File: src/rtl/sdram_arb_pkg.sv
// Shared types and constants for the two-client SDRAM arbiter.
package sdram_arb_pkg;

    localparam int DEF_ADDR_W = 26;
    localparam int DEF_DATA_W = 32;

    localparam logic OWNER_VID = 1'b0;
    localparam logic OWNER_CPU = 1'b1;

    typedef enum logic [1:0] {
        IDLE   = 2'd0,
        BUSY_V = 2'd1,
        BUSY_C = 2'd2
    } state_t;

endpackage

File: src/rtl/arb_sat_counter.sv
// Saturating up-counter with a clear that takes priority over increment.
module arb_sat_counter #(
    parameter int WIDTH = 4,
    parameter int MAX   = 8
) (
    input  logic             clk,
    input  logic             reset,
    input  logic             inc,
    input  logic             clr,
    output logic [WIDTH-1:0] count
);

    localparam logic [WIDTH-1:0] MAX_V = WIDTH'(MAX);

    logic [WIDTH-1:0] count_q;
    logic [WIDTH-1:0] count_d;

    always_comb begin
        count_d = count_q;
        if (clr) begin
            count_d = '0;
        end else if (inc && (count_q != MAX_V)) begin
            count_d = count_q + WIDTH'(1);
        end
    end

    always_ff @(posedge clk) begin
        if (reset) begin
            count_q <= '0;
        end else begin
            count_q <= count_d;
        end
    end

    assign count = count_q;

endmodule

File: src/rtl/sdram_arbiter.sv
// Two-client arbiter in front of sdram_master: video reads have priority,
// the CPU engine is guaranteed a slot after STARVE_MAX contested video grants.
module sdram_arbiter
    import sdram_arb_pkg::*;
#(
    parameter int ADDR_W     = DEF_ADDR_W,
    parameter int DATA_W     = DEF_DATA_W,
    parameter int STARVE_MAX = 8,
    parameter int TIMEOUT    = 1023
) (
    input  logic              clk,
    input  logic              reset,
    input  logic              vid_req,
    input  logic [ADDR_W-1:0] vid_addr,
    output logic              vid_ack,
    output logic [DATA_W-1:0] vid_data,
    input  logic              cpu_req,
    input  logic              cpu_we,
    input  logic [ADDR_W-1:0] cpu_addr,
    input  logic [DATA_W-1:0] cpu_wdata,
    output logic              cpu_ack,
    output logic [DATA_W-1:0] cpu_rdata,
    output logic              m_read_req,
    output logic              m_write_req,
    output logic [ADDR_W-1:0] m_address,
    output logic [DATA_W-1:0] m_write_data,
    input  logic              m_ready,
    input  logic [DATA_W-1:0] m_data,
    output logic              owner,
    output logic              timeout_err
);

    localparam int STARVE_W = $clog2(STARVE_MAX + 1);
    localparam int TO_W     = $clog2(TIMEOUT + 1);

    state_t            state_q, state_d;
    logic [ADDR_W-1:0] addr_q, addr_d;
    logic [DATA_W-1:0] wdata_q, wdata_d;
    logic              we_q, we_d;
    logic              owner_q, owner_d;
    logic              vid_ack_q, vid_ack_d;
    logic              cpu_ack_q, cpu_ack_d;
    logic              timeout_err_q, timeout_err_d;
    logic [DATA_W-1:0] vid_data_q, vid_data_d;
    logic [DATA_W-1:0] cpu_rdata_q, cpu_rdata_d;

    logic                grant_v, grant_c;
    logic                vid_eff, cpu_eff;
    logic                starve_full, timeout_hit;
    logic [STARVE_W-1:0] starve_cnt;
    logic [TO_W-1:0]     timeout_cnt;

    // A client whose ack is showing this cycle sits out one arbitration round.
    assign vid_eff     = vid_req & ~vid_ack_q;
    assign cpu_eff     = cpu_req & ~cpu_ack_q;
    assign starve_full = (starve_cnt == STARVE_W'(STARVE_MAX));
    assign timeout_hit = (timeout_cnt == TO_W'(TIMEOUT));

    arb_sat_counter #(.WIDTH(STARVE_W), .MAX(STARVE_MAX)) u_starve (
        .clk   (clk),
        .reset (reset),
        .inc   (grant_v & cpu_eff),
        .clr   (grant_c),
        .count (starve_cnt)
    );

    arb_sat_counter #(.WIDTH(TO_W), .MAX(TIMEOUT)) u_timeout (
        .clk   (clk),
        .reset (reset),
        .inc   (state_q != IDLE),
        .clr   (grant_v | grant_c),
        .count (timeout_cnt)
    );

    always_comb begin
        state_d       = state_q;
        addr_d        = addr_q;
        wdata_d       = wdata_q;
        we_d          = we_q;
        owner_d       = owner_q;
        vid_ack_d     = 1'b0;
        cpu_ack_d     = 1'b0;
        timeout_err_d = 1'b0;
        vid_data_d    = vid_data_q;
        cpu_rdata_d   = cpu_rdata_q;
        grant_v       = 1'b0;
        grant_c       = 1'b0;

        case (state_q)
            IDLE: begin
                if (cpu_eff && starve_full) begin
                    grant_c = 1'b1;
                end else if (vid_eff) begin
                    grant_v = 1'b1;
                end else if (cpu_eff) begin
                    grant_c = 1'b1;
                end
                if (grant_v) begin
                    state_d = BUSY_V;
                    addr_d  = vid_addr;
                    we_d    = 1'b0;
                    owner_d = OWNER_VID;
                end else if (grant_c) begin
                    state_d = BUSY_C;
                    addr_d  = cpu_addr;
                    we_d    = cpu_we;
                    wdata_d = cpu_wdata;
                    owner_d = OWNER_CPU;
                end
            end
            // Completion takes precedence over a coincident timeout.
            BUSY_V: begin
                if (m_ready) begin
                    state_d    = IDLE;
                    vid_ack_d  = 1'b1;
                    vid_data_d = m_data;
                end else if (timeout_hit) begin
                    state_d       = IDLE;
                    timeout_err_d = 1'b1;
                end
            end
            BUSY_C: begin
                if (m_ready) begin
                    state_d   = IDLE;
                    cpu_ack_d = 1'b1;
                    if (!we_q) begin
                        cpu_rdata_d = m_data;
                    end
                end else if (timeout_hit) begin
                    state_d       = IDLE;
                    timeout_err_d = 1'b1;
                end
            end
            default: state_d = IDLE;
        endcase
    end

    always_ff @(posedge clk) begin
        if (reset) begin
            state_q       <= IDLE;
            addr_q        <= '0;
            wdata_q       <= '0;
            we_q          <= 1'b0;
            owner_q       <= 1'b0;
            vid_ack_q     <= 1'b0;
            cpu_ack_q     <= 1'b0;
            timeout_err_q <= 1'b0;
            vid_data_q    <= '0;
            cpu_rdata_q   <= '0;
        end else begin
            state_q       <= state_d;
            addr_q        <= addr_d;
            wdata_q       <= wdata_d;
            we_q          <= we_d;
            owner_q       <= owner_d;
            vid_ack_q     <= vid_ack_d;
            cpu_ack_q     <= cpu_ack_d;
            timeout_err_q <= timeout_err_d;
            vid_data_q    <= vid_data_d;
            cpu_rdata_q   <= cpu_rdata_d;
        end
    end

    assign m_read_req   = (state_q == BUSY_V) | ((state_q == BUSY_C) & ~we_q);
    assign m_write_req  = (state_q == BUSY_C) & we_q;
    assign m_address    = addr_q;
    assign m_write_data = wdata_q;
    assign vid_ack      = vid_ack_q;
    assign cpu_ack      = cpu_ack_q;
    assign vid_data     = vid_data_q;
    assign cpu_rdata    = cpu_rdata_q;
    assign owner        = owner_q;
    assign timeout_err  = timeout_err_q;

endmodule
File: config.mk
export PLATFORM = sky130hd
export DESIGN_NAME = sdram_arbiter
export DESIGN_NICKNAME = d
export VERILOG_FILES = /design/src/rtl/sdram_arb_pkg.sv /design/src/rtl/arb_sat_counter.sv /design/src/rtl/sdram_arbiter.sv
export SDC_FILE = /design/constraint.sdc
export NUM_CORES = 1
export LEC_CHECK = 0
export ABC_AREA = 1
export CELL_PAD_IN_SITES_DETAIL_PLACEMENT = 0
export CELL_PAD_IN_SITES_GLOBAL_PLACEMENT = 1
export CORE_MARGIN = 8
export CORE_UTILIZATION = 35
export CTS_BUF_LIST = sky130_fd_sc_hd__clkbuf_4 sky130_fd_sc_hd__clkbuf_8 sky130_fd_sc_hd__clkbuf_16
export CTS_CLUSTER_SIZE = 14
export DETAILED_ROUTE_END_ITERATION = 16
export DONT_BUFFER_PORTS = 1
export PLACE_DENSITY_LB_ADDON = 0.08
export SYNTH_ARGS = -nofsm -noshare
export SYNTH_HDL_FRONTEND = slang
export SYNTH_SLANG_ARGS = --single-unit
File: constraint.sdc
create_clock -name clk -period 4.3 [get_ports clk]
set_input_delay 0.43 -clock clk [delete_from_list [all_inputs] [get_ports clk]]
set_output_delay 0.43 -clock clk [all_outputs]
set_load 0.01 [all_outputs]
==> metrics.txt <==
Clock Tree Buf Depth=2; GR Util met3=under 10%; global-route wire length before repair=roughly 26000 µm; clock skew=approximately 0.014 ns; synth warn=0; leakage power=0.00286 µW; Worst Hold Slack=0.0888 ns; Layout Nets=roughly 900; initial DRC count=250; total chip power=approximately 3800 µW; Max Clock Freq=0.469 GHz; final wirelength=between 15000 and 20000 µm; CTS tree=built; met2 Resource Use GR=24.7%; Pre-antenna DRT Iters=4; Clk Tree Root Cell=clkbuf_16; Die ar.=between 20000 and 25000 µm²; via count=between 4000 and 5000; Routed WL per cell=between 15 and 20 µm; DR vias/cell=approximately 4.7; sequential fraction of the synthesis area=49.6%; final global-route overflow total=0; met1 global-route usage=about 18%; Initial Util=35.3%; relative slew slack=26.2%; Synth area leaders=dfxtp_1 50%, nor2_1 17%, o21ai_0 8.8%, nand2_1 8.3%, inv_1 3.3%; Skew-Pair Late Insertion Delay=between 0.4 and 0.5 ns; outcome=completed; final worst path period need=2.13 ns; Rows=47; PortBufs=0; CTS H-tree lvls=4; largest family of logic cells by synthesized area=simple AND/OR/NAND/NOR gates; Post-synth top flop=dfxtp_1; largest net degree at the start of global routing=57; multiplexer share of the synthesized area=0%; GRT Max-Usage Layer=met2; period utilization=about half; Setup violations, final=0; Synth top area share=49.6%; area growth from synthesis to layout=12.2%; area share of xor/xnor cells in the synthesized design=less than 1%; Total Routing Usage GR=between 10% and 20%; Pins Over Slew Limit=0; cts repair resizes=0; Seq cells post-synth=143; most common cell in the netlist=nor2_1; Tightest Pin Transition=around 1.1 ns; Setup CP Type=register to register; synthesized net count=936; post-DP HPWL=12100 µm; syn avg cell area=around 7 µm²; CP arrival=roughly 2.5 ns; die width=approximately 140 µm; Hold Path Class=input port to register; endpoint class of the critical path=register; Post-synth EDFFs=0; FILL cells=1759; Worst Path Max Fanout=33; Worst Path Required=roughly 4.6 ns; cell taking the most area after synthesis=dfxtp_1; Fin Setup TNS=0 ns; Pwr Density=593 nW/µm²; post-CTS setup buffer count=0; Post-Synth Adder-Cell Area=approximately 1.3%; Clock transition at path regs=about 0.060 ns; Synth cell types=30; n_diodes=0; RSZ-0062 raised after global routing=false; Die H=about 140 µm; share of layout cells above drive strength 1=under 10%; global placement routability congestion=0.769; antenna viol nets, final=0; VDD IR-drop max=about 0.27 mV; Synth Area in Compound Gates=about a tenth; Inserted Clock Buffers=17; Mapped Area=5770 µm²; core area=between 15000 and 20000 µm²; vias in the first global route=4699; Final Hold Fails=0; detailed-route DRC error count=0; Synth Instances=approximately 800; synth cell count leaders=261 x nor2_1, 143 x dfxtp_1, 127 x nand2_1, 101 x o21ai_0, 50 x inv_1; max_cap viols=0; Worst setup SP type=register; Ports=250; initial antenna violation count=0; Post-DP Area=5860 µm²; FFs w/ async S/R, synth=0%; clk sink count=roughly 140; simple-gate share of the synthesized area=a little over 30%; cts hold-fix bufs=0; fin area=roughly 6500 µm²
[critical path: stages, from the launching register on]
cell and delay, ns:
dfxtp_1 0.35, inv_1 0.07, ha_1 0.23, nand2_1 0.12, nor2_2 0.04, buf_4 0.22, inv_1 0.77, nor2_1 0.08
nor2_1 0.15
[power by group]
part / leakage [µW] / total [µW] / internal (µW) / switching (µW)
logic: 0.00140 / 581 / 191 / 390
clock network: 0.000292 / 1510 / 922 / 589
registers: 0.00117 / 1750 / 1510 / 232
total: 0.00286 / 3840 / 2630 / 1210
[worst paths after layout]
path | endpoint | startpoint | depth (start not counted) | slack [ns]
setup / recovery | cpu_rdata[3] | state_q[0] | 8 | 2.17
hold / removal | owner | reset | 1 | 0.09
setup reg to reg | cpu_rdata[3] | state_q[0] | 8 | 2.17
hold reg to reg | state_q[0] | state_q[0] | 2 | 0.48
[layout make-up]
cell class	instances	area, µm²	area share [%]
Multi-Input combinational cell	566	2480	38.3
Inverter	59	223	3.44
Clock buffer	17	425	6.57
Clock inverter	15	186	2.88
Timing Repair Buffer	3	22.5	0.348
Sequential cell	143	2860	44.2
Tap cell	220	275	4.25
[per-stage QoR]
step                instances  setup WS (ns)  util [%]
finish                   1023           2.17      39.6
global route             1023           1.86      39.6
CTS                      1023           2.11      39.6
detailed placement        991           2.14      35.9
global placement          991           2.23      35.9
floorplan                 808           2.93         -
[cell families after synthesis]
| logic type | after synthesis |
|---|---|
| xor+xnor | 6 |
| flops | 143 |
| compound gates | 116 |
| buf+inv | 99 |
| simple gates | 438 |
| fa+ha+maj | 6 |
[cell usage in the layout, fill, tap and decap left out, types with 3 or more instances in the layout]
master / instances
xor2_1: 5
inv_2: 8
buf_4: 3
clkinvlp_4: 3
ha_1: 6
clkinv_2: 3
a21oi_1: 12
nand3_1: 34
inv_1: 50
dfxtp_1: 143
inv_6: 3
nor2_1: 260
clkbuf_16: 17
clkinv_4: 3
nand2_2: 4
o21ai_0: 101
nand2_1: 127
bufinv_16: 3
nand4_1: 3
[state kept, by name, summed over array words and instances (netlist names)]
register / flops
cpu_ack: 1
cpu_rdata: 32
m_address: 26
m_write_data: 32
owner: 1
state_q: 2
timeout_err: 1
u_starve.count: 4
u_timeout.count: 10
vid_ack: 1
vid_data: 32
we_q: 1
[routing by layer]
metal / vias to the layer above / routed length [µm]
met5: - / 0
met4: 0 / 227
met3: 16 / 2120
met2: 168 / 7650
met1: 2195 / 6650
li1: 2479 / -
Power figures use the tool's default switching activity.
